--- src/rtl/man_module_seg_pkg.sv ---
// Shared types and helpers for the segmented HD-vector manipulator.
// Request fields are kept at a fixed 32-bit width; unused upper bits are constant zero.
package man_module_seg_pkg;

  localparam int MEM_ROW_WIDTH = 256;
  localparam int MAN_W         = 32;

  typedef enum logic [1:0] {
    MAN_IDLE = 2'd0,
    MAN_BUSY = 2'd1,
    MAN_DONE = 2'd2
  } man_state_e;

  typedef struct packed {
    logic             en;
    logic [MAN_W-1:0] value;
    logic [MAN_W-1:0] key;
  } man_req_t;

  // Number of bits to flip: value * SPREAD (cannot overflow for legal configurations).
  function automatic logic [MAN_W-1:0] man_threshold(input logic [MAN_W-1:0] value,
                                                     input int unsigned spread);
    return value * MAN_W'(spread);
  endfunction

endpackage

--- src/rtl/man_module_seg_mask.sv ---
// Combinational flip-mask generator for one SEG_WIDTH slice of the hypervector.
// A bit is set when its key-scrambled global index falls below the threshold.
module man_seg_mask
  import man_module_seg_pkg::*;
#(
  parameter int SEG_WIDTH = 256,
  parameter int SEG_IDX_W = 1
) (
  input  logic [SEG_IDX_W-1:0] seg_idx_i,
  input  logic [MAN_W-1:0]     key_i,
  input  logic [MAN_W-1:0]     thr_i,
  output logic [SEG_WIDTH-1:0] mask_o
);

  logic [MAN_W-1:0] base_s;

  assign base_s = MAN_W'(seg_idx_i) * MAN_W'(SEG_WIDTH);

  // Per-bit compare of the scrambled global index against the threshold
  always_comb begin
    mask_o = '0;
    for (int i = 0; i < SEG_WIDTH; i++) begin
      mask_o[i] = (((base_s + MAN_W'(i)) ^ key_i) < thr_i);
    end
  end

endmodule

--- src/rtl/man_module_seg.sv ---
// Sequential HD-vector manipulator: flips value*SPREAD key-selected bits,
// processing SEG_WIDTH bits per cycle with valid/ready on both sides.
module man_module_seg
  import man_module_seg_pkg::*;
#(
  parameter  int VALUE_WIDTH = 7,
  parameter  int VEC_WIDTH   = MEM_ROW_WIDTH,
  parameter  int SEG_WIDTH   = 256,
  localparam int KEY_WIDTH   = $clog2(VEC_WIDTH),
  localparam int SPREAD      = VEC_WIDTH / (2 ** (VALUE_WIDTH + 1)),
  localparam int NUM_SEG     = VEC_WIDTH / SEG_WIDTH
) (
  input  logic                   clk_i,
  input  logic                   rst_i,
  input  logic                   in_valid_i,
  output logic                   in_ready_o,
  input  logic                   en_i,
  input  logic [VALUE_WIDTH-1:0] value_i,
  input  logic [KEY_WIDTH-1:0]   key_i,
  input  logic [VEC_WIDTH-1:0]   vector_i,
  output logic                   out_valid_o,
  input  logic                   out_ready_i,
  output logic [VEC_WIDTH-1:0]   vector_o,
  output logic [VEC_WIDTH-1:0]   mask_o
);

  localparam int SEG_CNT_W = (NUM_SEG > 1) ? $clog2(NUM_SEG) : 1;

  if ((VEC_WIDTH & (VEC_WIDTH - 1)) != 0) begin : g_err_pow2
    $error("VEC_WIDTH must be a power of two");
  end
  if ((SEG_WIDTH <= 0) || ((VEC_WIDTH % SEG_WIDTH) != 0)) begin : g_err_seg
    $error("SEG_WIDTH must divide VEC_WIDTH");
  end
  if (SPREAD < 1) begin : g_err_spread
    $error("SPREAD must be at least 1");
  end
  if ((KEY_WIDTH > MAN_W) || (VALUE_WIDTH > MAN_W)) begin : g_err_width
    $error("VALUE_WIDTH/KEY_WIDTH exceed the request field width");
  end

  man_state_e             state_q;
  logic [SEG_CNT_W-1:0]   seg_cnt_q;
  logic                   en_q;
  logic [MAN_W-1:0]       thr_q;
  logic [MAN_W-1:0]       key_q;
  logic [VEC_WIDTH-1:0]   vec_q, vec_d;
  logic [VEC_WIDTH-1:0]   mask_q, mask_d;
  logic                   out_valid_q;
  man_req_t               req_s;
  logic [MAN_W-1:0]       thr_eff_s;
  logic [SEG_WIDTH-1:0]   seg_mask_s;
  logic                   in_ready_s;
  logic                   accept_s;
  logic                   last_seg_s;

  assign req_s      = '{en: en_i, value: MAN_W'(value_i), key: MAN_W'(key_i)};
  assign thr_eff_s  = en_q ? thr_q : {MAN_W{1'b0}};
  assign last_seg_s = (seg_cnt_q == SEG_CNT_W'(NUM_SEG - 1));
  assign accept_s   = in_valid_i & in_ready_s;

  // DONE forwards out_ready so a new request can be taken in the handshake cycle
  always_comb begin
    if (rst_i) begin
      in_ready_s = 1'b0;
    end else begin
      case (state_q)
        MAN_IDLE: in_ready_s = 1'b1;
        MAN_DONE: in_ready_s = out_ready_i;
        default:  in_ready_s = 1'b0;
      endcase
    end
  end

  man_seg_mask #(
    .SEG_WIDTH (SEG_WIDTH),
    .SEG_IDX_W (SEG_CNT_W)
  ) u_seg_mask (
    .seg_idx_i (seg_cnt_q),
    .key_i     (key_q),
    .thr_i     (thr_eff_s),
    .mask_o    (seg_mask_s)
  );

  // Segment write-back mux: only the slice selected by seg_cnt is updated
  always_comb begin
    vec_d  = vec_q;
    mask_d = mask_q;
    for (int s = 0; s < NUM_SEG; s++) begin
      if (seg_cnt_q == SEG_CNT_W'(s)) begin
        vec_d[s*SEG_WIDTH +: SEG_WIDTH]  = vec_q[s*SEG_WIDTH +: SEG_WIDTH] ^ seg_mask_s;
        mask_d[s*SEG_WIDTH +: SEG_WIDTH] = seg_mask_s;
      end else begin
        vec_d[s*SEG_WIDTH +: SEG_WIDTH]  = vec_q[s*SEG_WIDTH +: SEG_WIDTH];
        mask_d[s*SEG_WIDTH +: SEG_WIDTH] = mask_q[s*SEG_WIDTH +: SEG_WIDTH];
      end
    end
  end

  // Control FSM with working registers doubling as the output registers
  always_ff @(posedge clk_i) begin
    if (rst_i) begin
      state_q     <= MAN_IDLE;
      seg_cnt_q   <= '0;
      out_valid_q <= 1'b0;
      en_q        <= 1'b0;
      thr_q       <= '0;
      key_q       <= '0;
      vec_q       <= '0;
      mask_q      <= '0;
    end else begin
      case (state_q)
        MAN_IDLE: begin
          if (accept_s) begin
            en_q      <= req_s.en;
            thr_q     <= man_threshold(req_s.value, SPREAD);
            key_q     <= req_s.key;
            vec_q     <= vector_i;
            seg_cnt_q <= '0;
            state_q   <= MAN_BUSY;
          end else begin
            state_q   <= MAN_IDLE;
          end
        end
        MAN_BUSY: begin
          vec_q  <= vec_d;
          mask_q <= mask_d;
          if (last_seg_s) begin
            seg_cnt_q   <= '0;
            out_valid_q <= 1'b1;
            state_q     <= MAN_DONE;
          end else begin
            seg_cnt_q   <= seg_cnt_q + SEG_CNT_W'(1);
          end
        end
        MAN_DONE: begin
          if (out_ready_i) begin
            out_valid_q <= 1'b0;
            if (accept_s) begin
              en_q      <= req_s.en;
              thr_q     <= man_threshold(req_s.value, SPREAD);
              key_q     <= req_s.key;
              vec_q     <= vector_i;
              seg_cnt_q <= '0;
              state_q   <= MAN_BUSY;
            end else begin
              state_q   <= MAN_IDLE;
            end
          end else begin
            state_q <= MAN_DONE;
          end
        end
        default: begin
          state_q     <= MAN_IDLE;
          seg_cnt_q   <= '0;
          out_valid_q <= 1'b0;
        end
      endcase
    end
  end

  assign in_ready_o  = in_ready_s;
  assign out_valid_o = out_valid_q;
  assign vector_o    = vec_q;
  assign mask_o      = mask_q;

endmodule

--- config.mk ---
export PLATFORM = sky130hd
export DESIGN_NAME = man_module_seg
export DESIGN_NICKNAME = d
export VERILOG_FILES = /design/src/rtl/man_module_seg_pkg.sv /design/src/rtl/man_module_seg_mask.sv /design/src/rtl/man_module_seg.sv
export SDC_FILE = /design/constraint.sdc
export NUM_CORES = 1
export LEC_CHECK = 0
export BUFFER_PORTS_ARGS = -buffer_cell sky130_fd_sc_hd__buf_2
export CELL_PAD_IN_SITES_DETAIL_PLACEMENT = 0
export CELL_PAD_IN_SITES_GLOBAL_PLACEMENT = 1
export CORE_MARGIN = 10
export CORE_UTILIZATION = 25
export CTS_CLUSTER_DIAMETER = 40
export DETAILED_ROUTE_END_ITERATION = 7
export PLACE_DENSITY = 0.58
export REMOVE_ABC_BUFFERS = 1
export SYNTH_ARGS = -nofsm -noshare
export SYNTH_HDL_FRONTEND = slang
export SYNTH_SLANG_ARGS = --single-unit
--- constraint.sdc ---
create_clock -name clk_i -period 3.3 [get_ports clk_i]
set_clock_uncertainty 0.15 [all_clocks]
set_input_delay 0.99 -clock clk_i [delete_from_list [all_inputs] [get_ports clk_i]]
set_output_delay 0.99 -clock clk_i [all_outputs]
set_load 0.01 [all_outputs]
== Word-level counts from Yosys, hierarchy flattened ==
Index checks and enable logic that the tools add are counted.

* Register bits: 581
* Bits of input ports: 276
* Word-level logic and storage cells: 818

* Eq/ne operators: 4
* Bitwise operators: 260
* Reductions and logical operators: 7
* Order comparisons: 256
* Add/sub/neg operators: 256
* Mux-type cells: 27

{| class="wikitable"
|+ Operators with widths
! cell !! number
|-
| $lt A32 B32 Y1 || 256
|-
| $xor A32 B32 Y32 || 255
|-
| $add A9 B8 Y10 const B || 128
|-
| $mux W256 || 3
|-
| $pmux W256 S3 || 1
|-
| $add A9 B7 Y10 const B || 64
|-
| $add A9 B6 Y10 const B || 32
|-
| $xor A256 B256 Y256 || 1
|-
| $add A9 B5 Y10 const B || 16
|-
| $mux W32 || 5
|-
| $pmux W32 S2 || 2
|-
| $add A9 B4 Y10 const B || 8
|-
| $add A9 B3 Y10 const B || 4
|-
| $xor A9 B32 Y32 || 1
|-
| $add A9 B2 Y10 const B || 2
|-
| $add A9 B1 Y10 const B || 1
|-
| $mux W1 || 9
|-
| $pmux W1 S3 || 2
|-
| $pmux W2 S3 || 1
|-
| $reduce_and A3 Y1 || 2
|-
| $mux W2 || 2
|-
| $ne A2 B2 Y1 const B || 2
|-
| $pmux W1 S2 || 2
|-
| $reduce_and A2 Y1 || 2
|-
| other kinds (8) || 9
|}

== Longest topological paths before layout ==
* Depth in word-level cells: 7
* Depth in mapped cells: 11
* Depth with buffers taken out: 7

== By module ==
A second synthesis with hierarchy kept.

* Cells, all modules: 3809
* Area, all modules: 30070.1 sq um

{| class="wikitable"
|+ By module, submodules not included
! module !! area an instance (sq um) !! times used !! cells an instance !! seq. area each (sq um)
|-
| man_module_seg || 24783.8 || 1 || 2922 || 10630.2
|-
| man_seg_mask || 5286.3 || 1 || 887 || 0.0
|}

== Worst setup path after synthesis ==
No wires, ideal clock.

* Path kind: input -> output
* Start point: in rst_i
* End point: out in_ready_o
* Buffers on the path: 3
* Setup slack: 0.265 ns
* Stages: 4
* Arrival: 1.895 ns
* Cells stage by stage: clkbuf_1 -> clkbuf_1 -> clkbuf_1 -> nor3_1

* Cells in the longest elaborated chain, start to end: 1

{| class="wikitable"
|+ RTL lines
! element !! RTL line !! source
|-
| from (decl) || man_module_seg.sv:14 || <nowiki>input logic rst_i,</nowiki>
|-
| $mux W1 || man_module_seg.sv:64 || <nowiki>if (rst_i) begin</nowiki>
|-
| to (decl) || man_module_seg.sv:16 || <nowiki>output logic in_ready_o,</nowiki>
|}

No other way between the ends.

== Worst setup path in the final report ==
* Start point: reg state_q[1]
* End point: out in_ready_o

* Cells in the longest elaborated chain, start to end: 3

{| class="wikitable"
|+ RTL lines
! element !! RTL line !! source
|-
| from (decl) || man_module_seg.sv:42 || <nowiki>man_state_e state_q;</nowiki>
|-
| from (signal assigned) || man_module_seg.sv:103 || <nowiki>state_q <= MAN_IDLE;</nowiki>
|-
| from (signal assigned) || man_module_seg.sv:120 || <nowiki>state_q <= MAN_BUSY;</nowiki>
|-
| from (signal assigned) || man_module_seg.sv:122 || <nowiki>state_q <= MAN_IDLE;</nowiki>
|-
| $eq A2 B2 Y1 or $logic_not A2 Y1 (tied branches) || man_module_seg.sv:67 || <nowiki>case (state_q)</nowiki>
|-
| $pmux W1 S2 * || man_module_seg.sv:67 ||
|-
| $mux W1 * || man_module_seg.sv:64 ||
|}

Every way passes the cells marked *; elsewhere a longest branch is shown, timed or not.

==> summary.md <==
| Metric | Value |
|---|---|
| Register area share after synthesis | `~47%` |
| Yosys warns | `0` |
| Max cap viols | `0` |
| Postcts setup bufs | `0` |
| Hold wc startpoint | `mask_o[101]` |
| Wire per inst | `about 27 µm` |
| Worst Hold Class | `reg -> reg` |
| Initial antenna violation count | `17` |
| Status | `finished, final reports clean` |
| Latest clock arrival within the worst-skew pair | `approximately 650 ps` |
| Fin. Hold Viols | `0` |
| Mean post-synth cell area | `roughly 8.5 µm²` |
| Syn Inst Count | `2,643` |
| # DRC | `0` |
| WL final | `about 130,000 µm` |
| Worst EP required | `between 2000 and 2500 ps` |
| CTS tree | `yes` |
| CTS resizes | `0` |
| Async S/R FF share, synth | `0%` |
| Period minus WS final | `~3200 ps` |
| Die X | `around 320 µm` |
| Synth area leader | `dfxtp_1` |
| Post-Synthesis Cell Area | `roughly 23,000 µm²` |
| # port buffers | `around 790` |
| Vias in the first global route | `roughly 25,000` |
| Synth cell types | `between 50 and 60` |
| Max incr delay on CP | `450 ps` |
| # clock sinks | `roughly 530` |
| CP Data Arrival Time | `2040 ps` |
| HPWL after DPL | `between 90,000 and 100,000 µm` |
| Crit path kind | `reg -> out` |
| I/O pins | `790` |
| Period utilisation layout | `a little over nine tenths` |
| Via density | `between 5 and 6` |
| DIE AREA | `102,600 µm²` |
| Clock-pin slew on the worst setup and hold paths | `about 40 ps` |
| VDD IR max | `just under 400 µV` |
| CORE AREA | `89,740 µm²` |
| R2r startpoint | `en_q` |
| Design Power | `about 22,000 µW` |
| Total gr overflow | `0` |
| Largest cells by area after synthesis | `dfxtp_1 47%, nand2_1 7.1%, a21oi_1 5.6%` |
| H-tree depth | `3` |
| Top_reg_cell synth | `dfxtp_1` |
| Bufs on Longest Clock Path | `3` |
| Critical path cell sequence | `and2b_1 > nor3_1 > buf_2` |
| GRT Total Usage | `between 20% and 30%` |
| RSZ-0062 raised after global routing | `no` |
| Power per cell area | `666.3 nW/µm²` |
| Slew Viols, Final | `0` |
| Final setup fails | `0` |
| Starting Density | `between 20% and 30%` |
| Global-route wire length before repair | `roughly 180,000 µm` |
| # rows | `110` |
| Chip height | `about 320 µm` |
| Layout fillers | `between 9,000 and 10,000` |
| Top-area cell type share of the netlist area | `between 40% and 50%` |
| Largest net degree at the start of global routing | `approximately 160` |
| 1st-iter DRT viols | `~1,700` |
| DRT Pass-1 Iters | `6` |
| Area of the multi-input gates | `11,090 µm²` |
| CP Launch Type | `register` |
| Placed cell count | `between 4,000 and 5,000` |
| Vias | `24,500` |
| Worst-path fanout max | `9` |
| Post-route ant nets | `0` |
| CTS Hold Bufs | `0` |
| Crit. End Element | `output pin` |
| Relative slew slack | `34.96%` |
| Clock root buffer master | `clkbuf_16` |
| Worst Setup SP | `state_q[1]` |
| Finished Layout Cells | `about 4,700` |
| Setup_tns | `0 ps` |
| Area delta synth->final | `44.18%` |
| Worst Tran Pin Value | `975.7 ps` |
| Lkg Pwr | `0.01436 µW` |
| Register Area | `between 10,000 and 15,000 µm²` |
| Yosys reg bits | `between 500 and 600` |
| Nets | `approximately 3,700` |
| GPL Wtd Cong | `between 0.7 and 0.8` |
| Num CTS Buffers | `107` |
| Max Fclk | `0.3144 GHz` |
| Share of cells above drive strength 1 | `a little over a third` |
| CP max stage cell | `dfxtp_1` |
| EDFF count, synth | `0` |
==> synthesized netlist by cell type (3+ instances only) <==
library cell	n
a31o_2	51
nor2_1	278
inv_1	7
o311ai_2	4
o21ai_0	127
o211ai_1	141
o31ai_1	55
o21ai_1	5
a21o_1	5
buf_4	3
o21a_1	8
nand3_1	75
a2bb2oi_1	141
clkbuf_1	169
a221oi_2	8
buf_1	14
dfxtp_1	531
ha_1	14
nor2b_1	11
a21oi_1	253
nor3_1	3
nand2_2	4
buf_2	58
and2_1	5
o311ai_1	134
o311ai_0	66
nand2b_1	13
nand2_1	424
and2_0	3
==> through the flow <==
stage               instance area, µm²  worst slack [ps]  utilization (%)  hold slack (ps)
global placement                 28570             71.36            31.84            290.1
finish                           32520             119.4            36.24            296.8
detailed placement               28570             87.57            31.84            294.2
CTS                              32480             58.48            36.20            300.4
floorplan                        21530            -21160                -            298.8
global route                     32510             42.90            36.23            314.1
==> layer usage <==
layer	track usage, %	vias up	part of all wire [%]
li1	-	11460	-
met1	29.29	12010	42
met2	40.08	863	48
met3	5.201	168	6.1
met4	8.279	0	3.0
met5	0	-	0
==> power breakdown <==
part	internal [µW]	total, µW	switching, µW
Clock	7910	11800	3840
Combinational	980	2900	1920
Sequential	6760	7010	250
Total	15700	21700	6010
==> sequential cells by signal (all words and copies together) (netlist names) <==
register	cells
vector_o	256
thr_q	7
mask_o	256
en_q	1
out_valid_o	1
state_q	2
key_q	8
==> layout make-up <==
class	count	share of cell area, %
Multi-Input combinational cell	1858	34.10
Sequential cell	531	32.69
Timing Repair Buffer	933	16.47
Clock buffer	135	9.088
Tap cell	1176	4.525
Clock inverter	67	2.943
Inverter	8	0.09234
Antenna cell	11	0.08464
==> cell usage in the layout, fill, tap and decap left out, types with 7 or more instances in the layout <==
cell type,n
buf_12,25
buf_4,118
clkbuf_1,13
o311ai_1,134
ha_1,13
o31ai_1,55
nand3_2,7
clkbuf_16,109
a31o_2,51
nand2_1,421
buf_2,788
clkinvlp_4,9
nand2b_1,12
o21ai_0,127
clkinv_4,9
nand2_2,7
o211ai_1,141
clkbuf_8,13
nand3_1,69
diode_2,11
nor2b_1,11
inv_6,8
bufinv_16,20
nor2_1,278
o311ai_0,66
clkinv_2,17
a21oi_1,252
o21a_1,8
dfxtp_1,530
a221oi_4,8
inv_1,7
a2bb2oi_1,141
==> final timing paths <==
path | slack [ps] | end | cells past startpoint
max reg2reg | 380 | vector_o[70] | 9
max | 120 | in_ready_o | 3
min | 300 | mask_o[101] | 2
min reg2reg | 300 | mask_o[101] | 2
==> cells by family (layout without fill, tap and decap cells) <==
family          Yosys count  in the layout  synth area share [%]
compound gates         1012           1012                 32.30
fa+ha+maj                14             14                0.7766
buf+inv                 254           1143                 4.665
flops                   531            531                 47.13
other cells               0             11                     0
simple gates            832            832                 15.13
==> worst max-delay path: cells and delay by family (launching register included) <==
family | cells | cell delay [ps]
and+or+nand+nor | 2 | 710
DFF | 1 | 450
buffers and inverters | 1 | 240
Note: power is estimated with default switching activity, not from simulation.
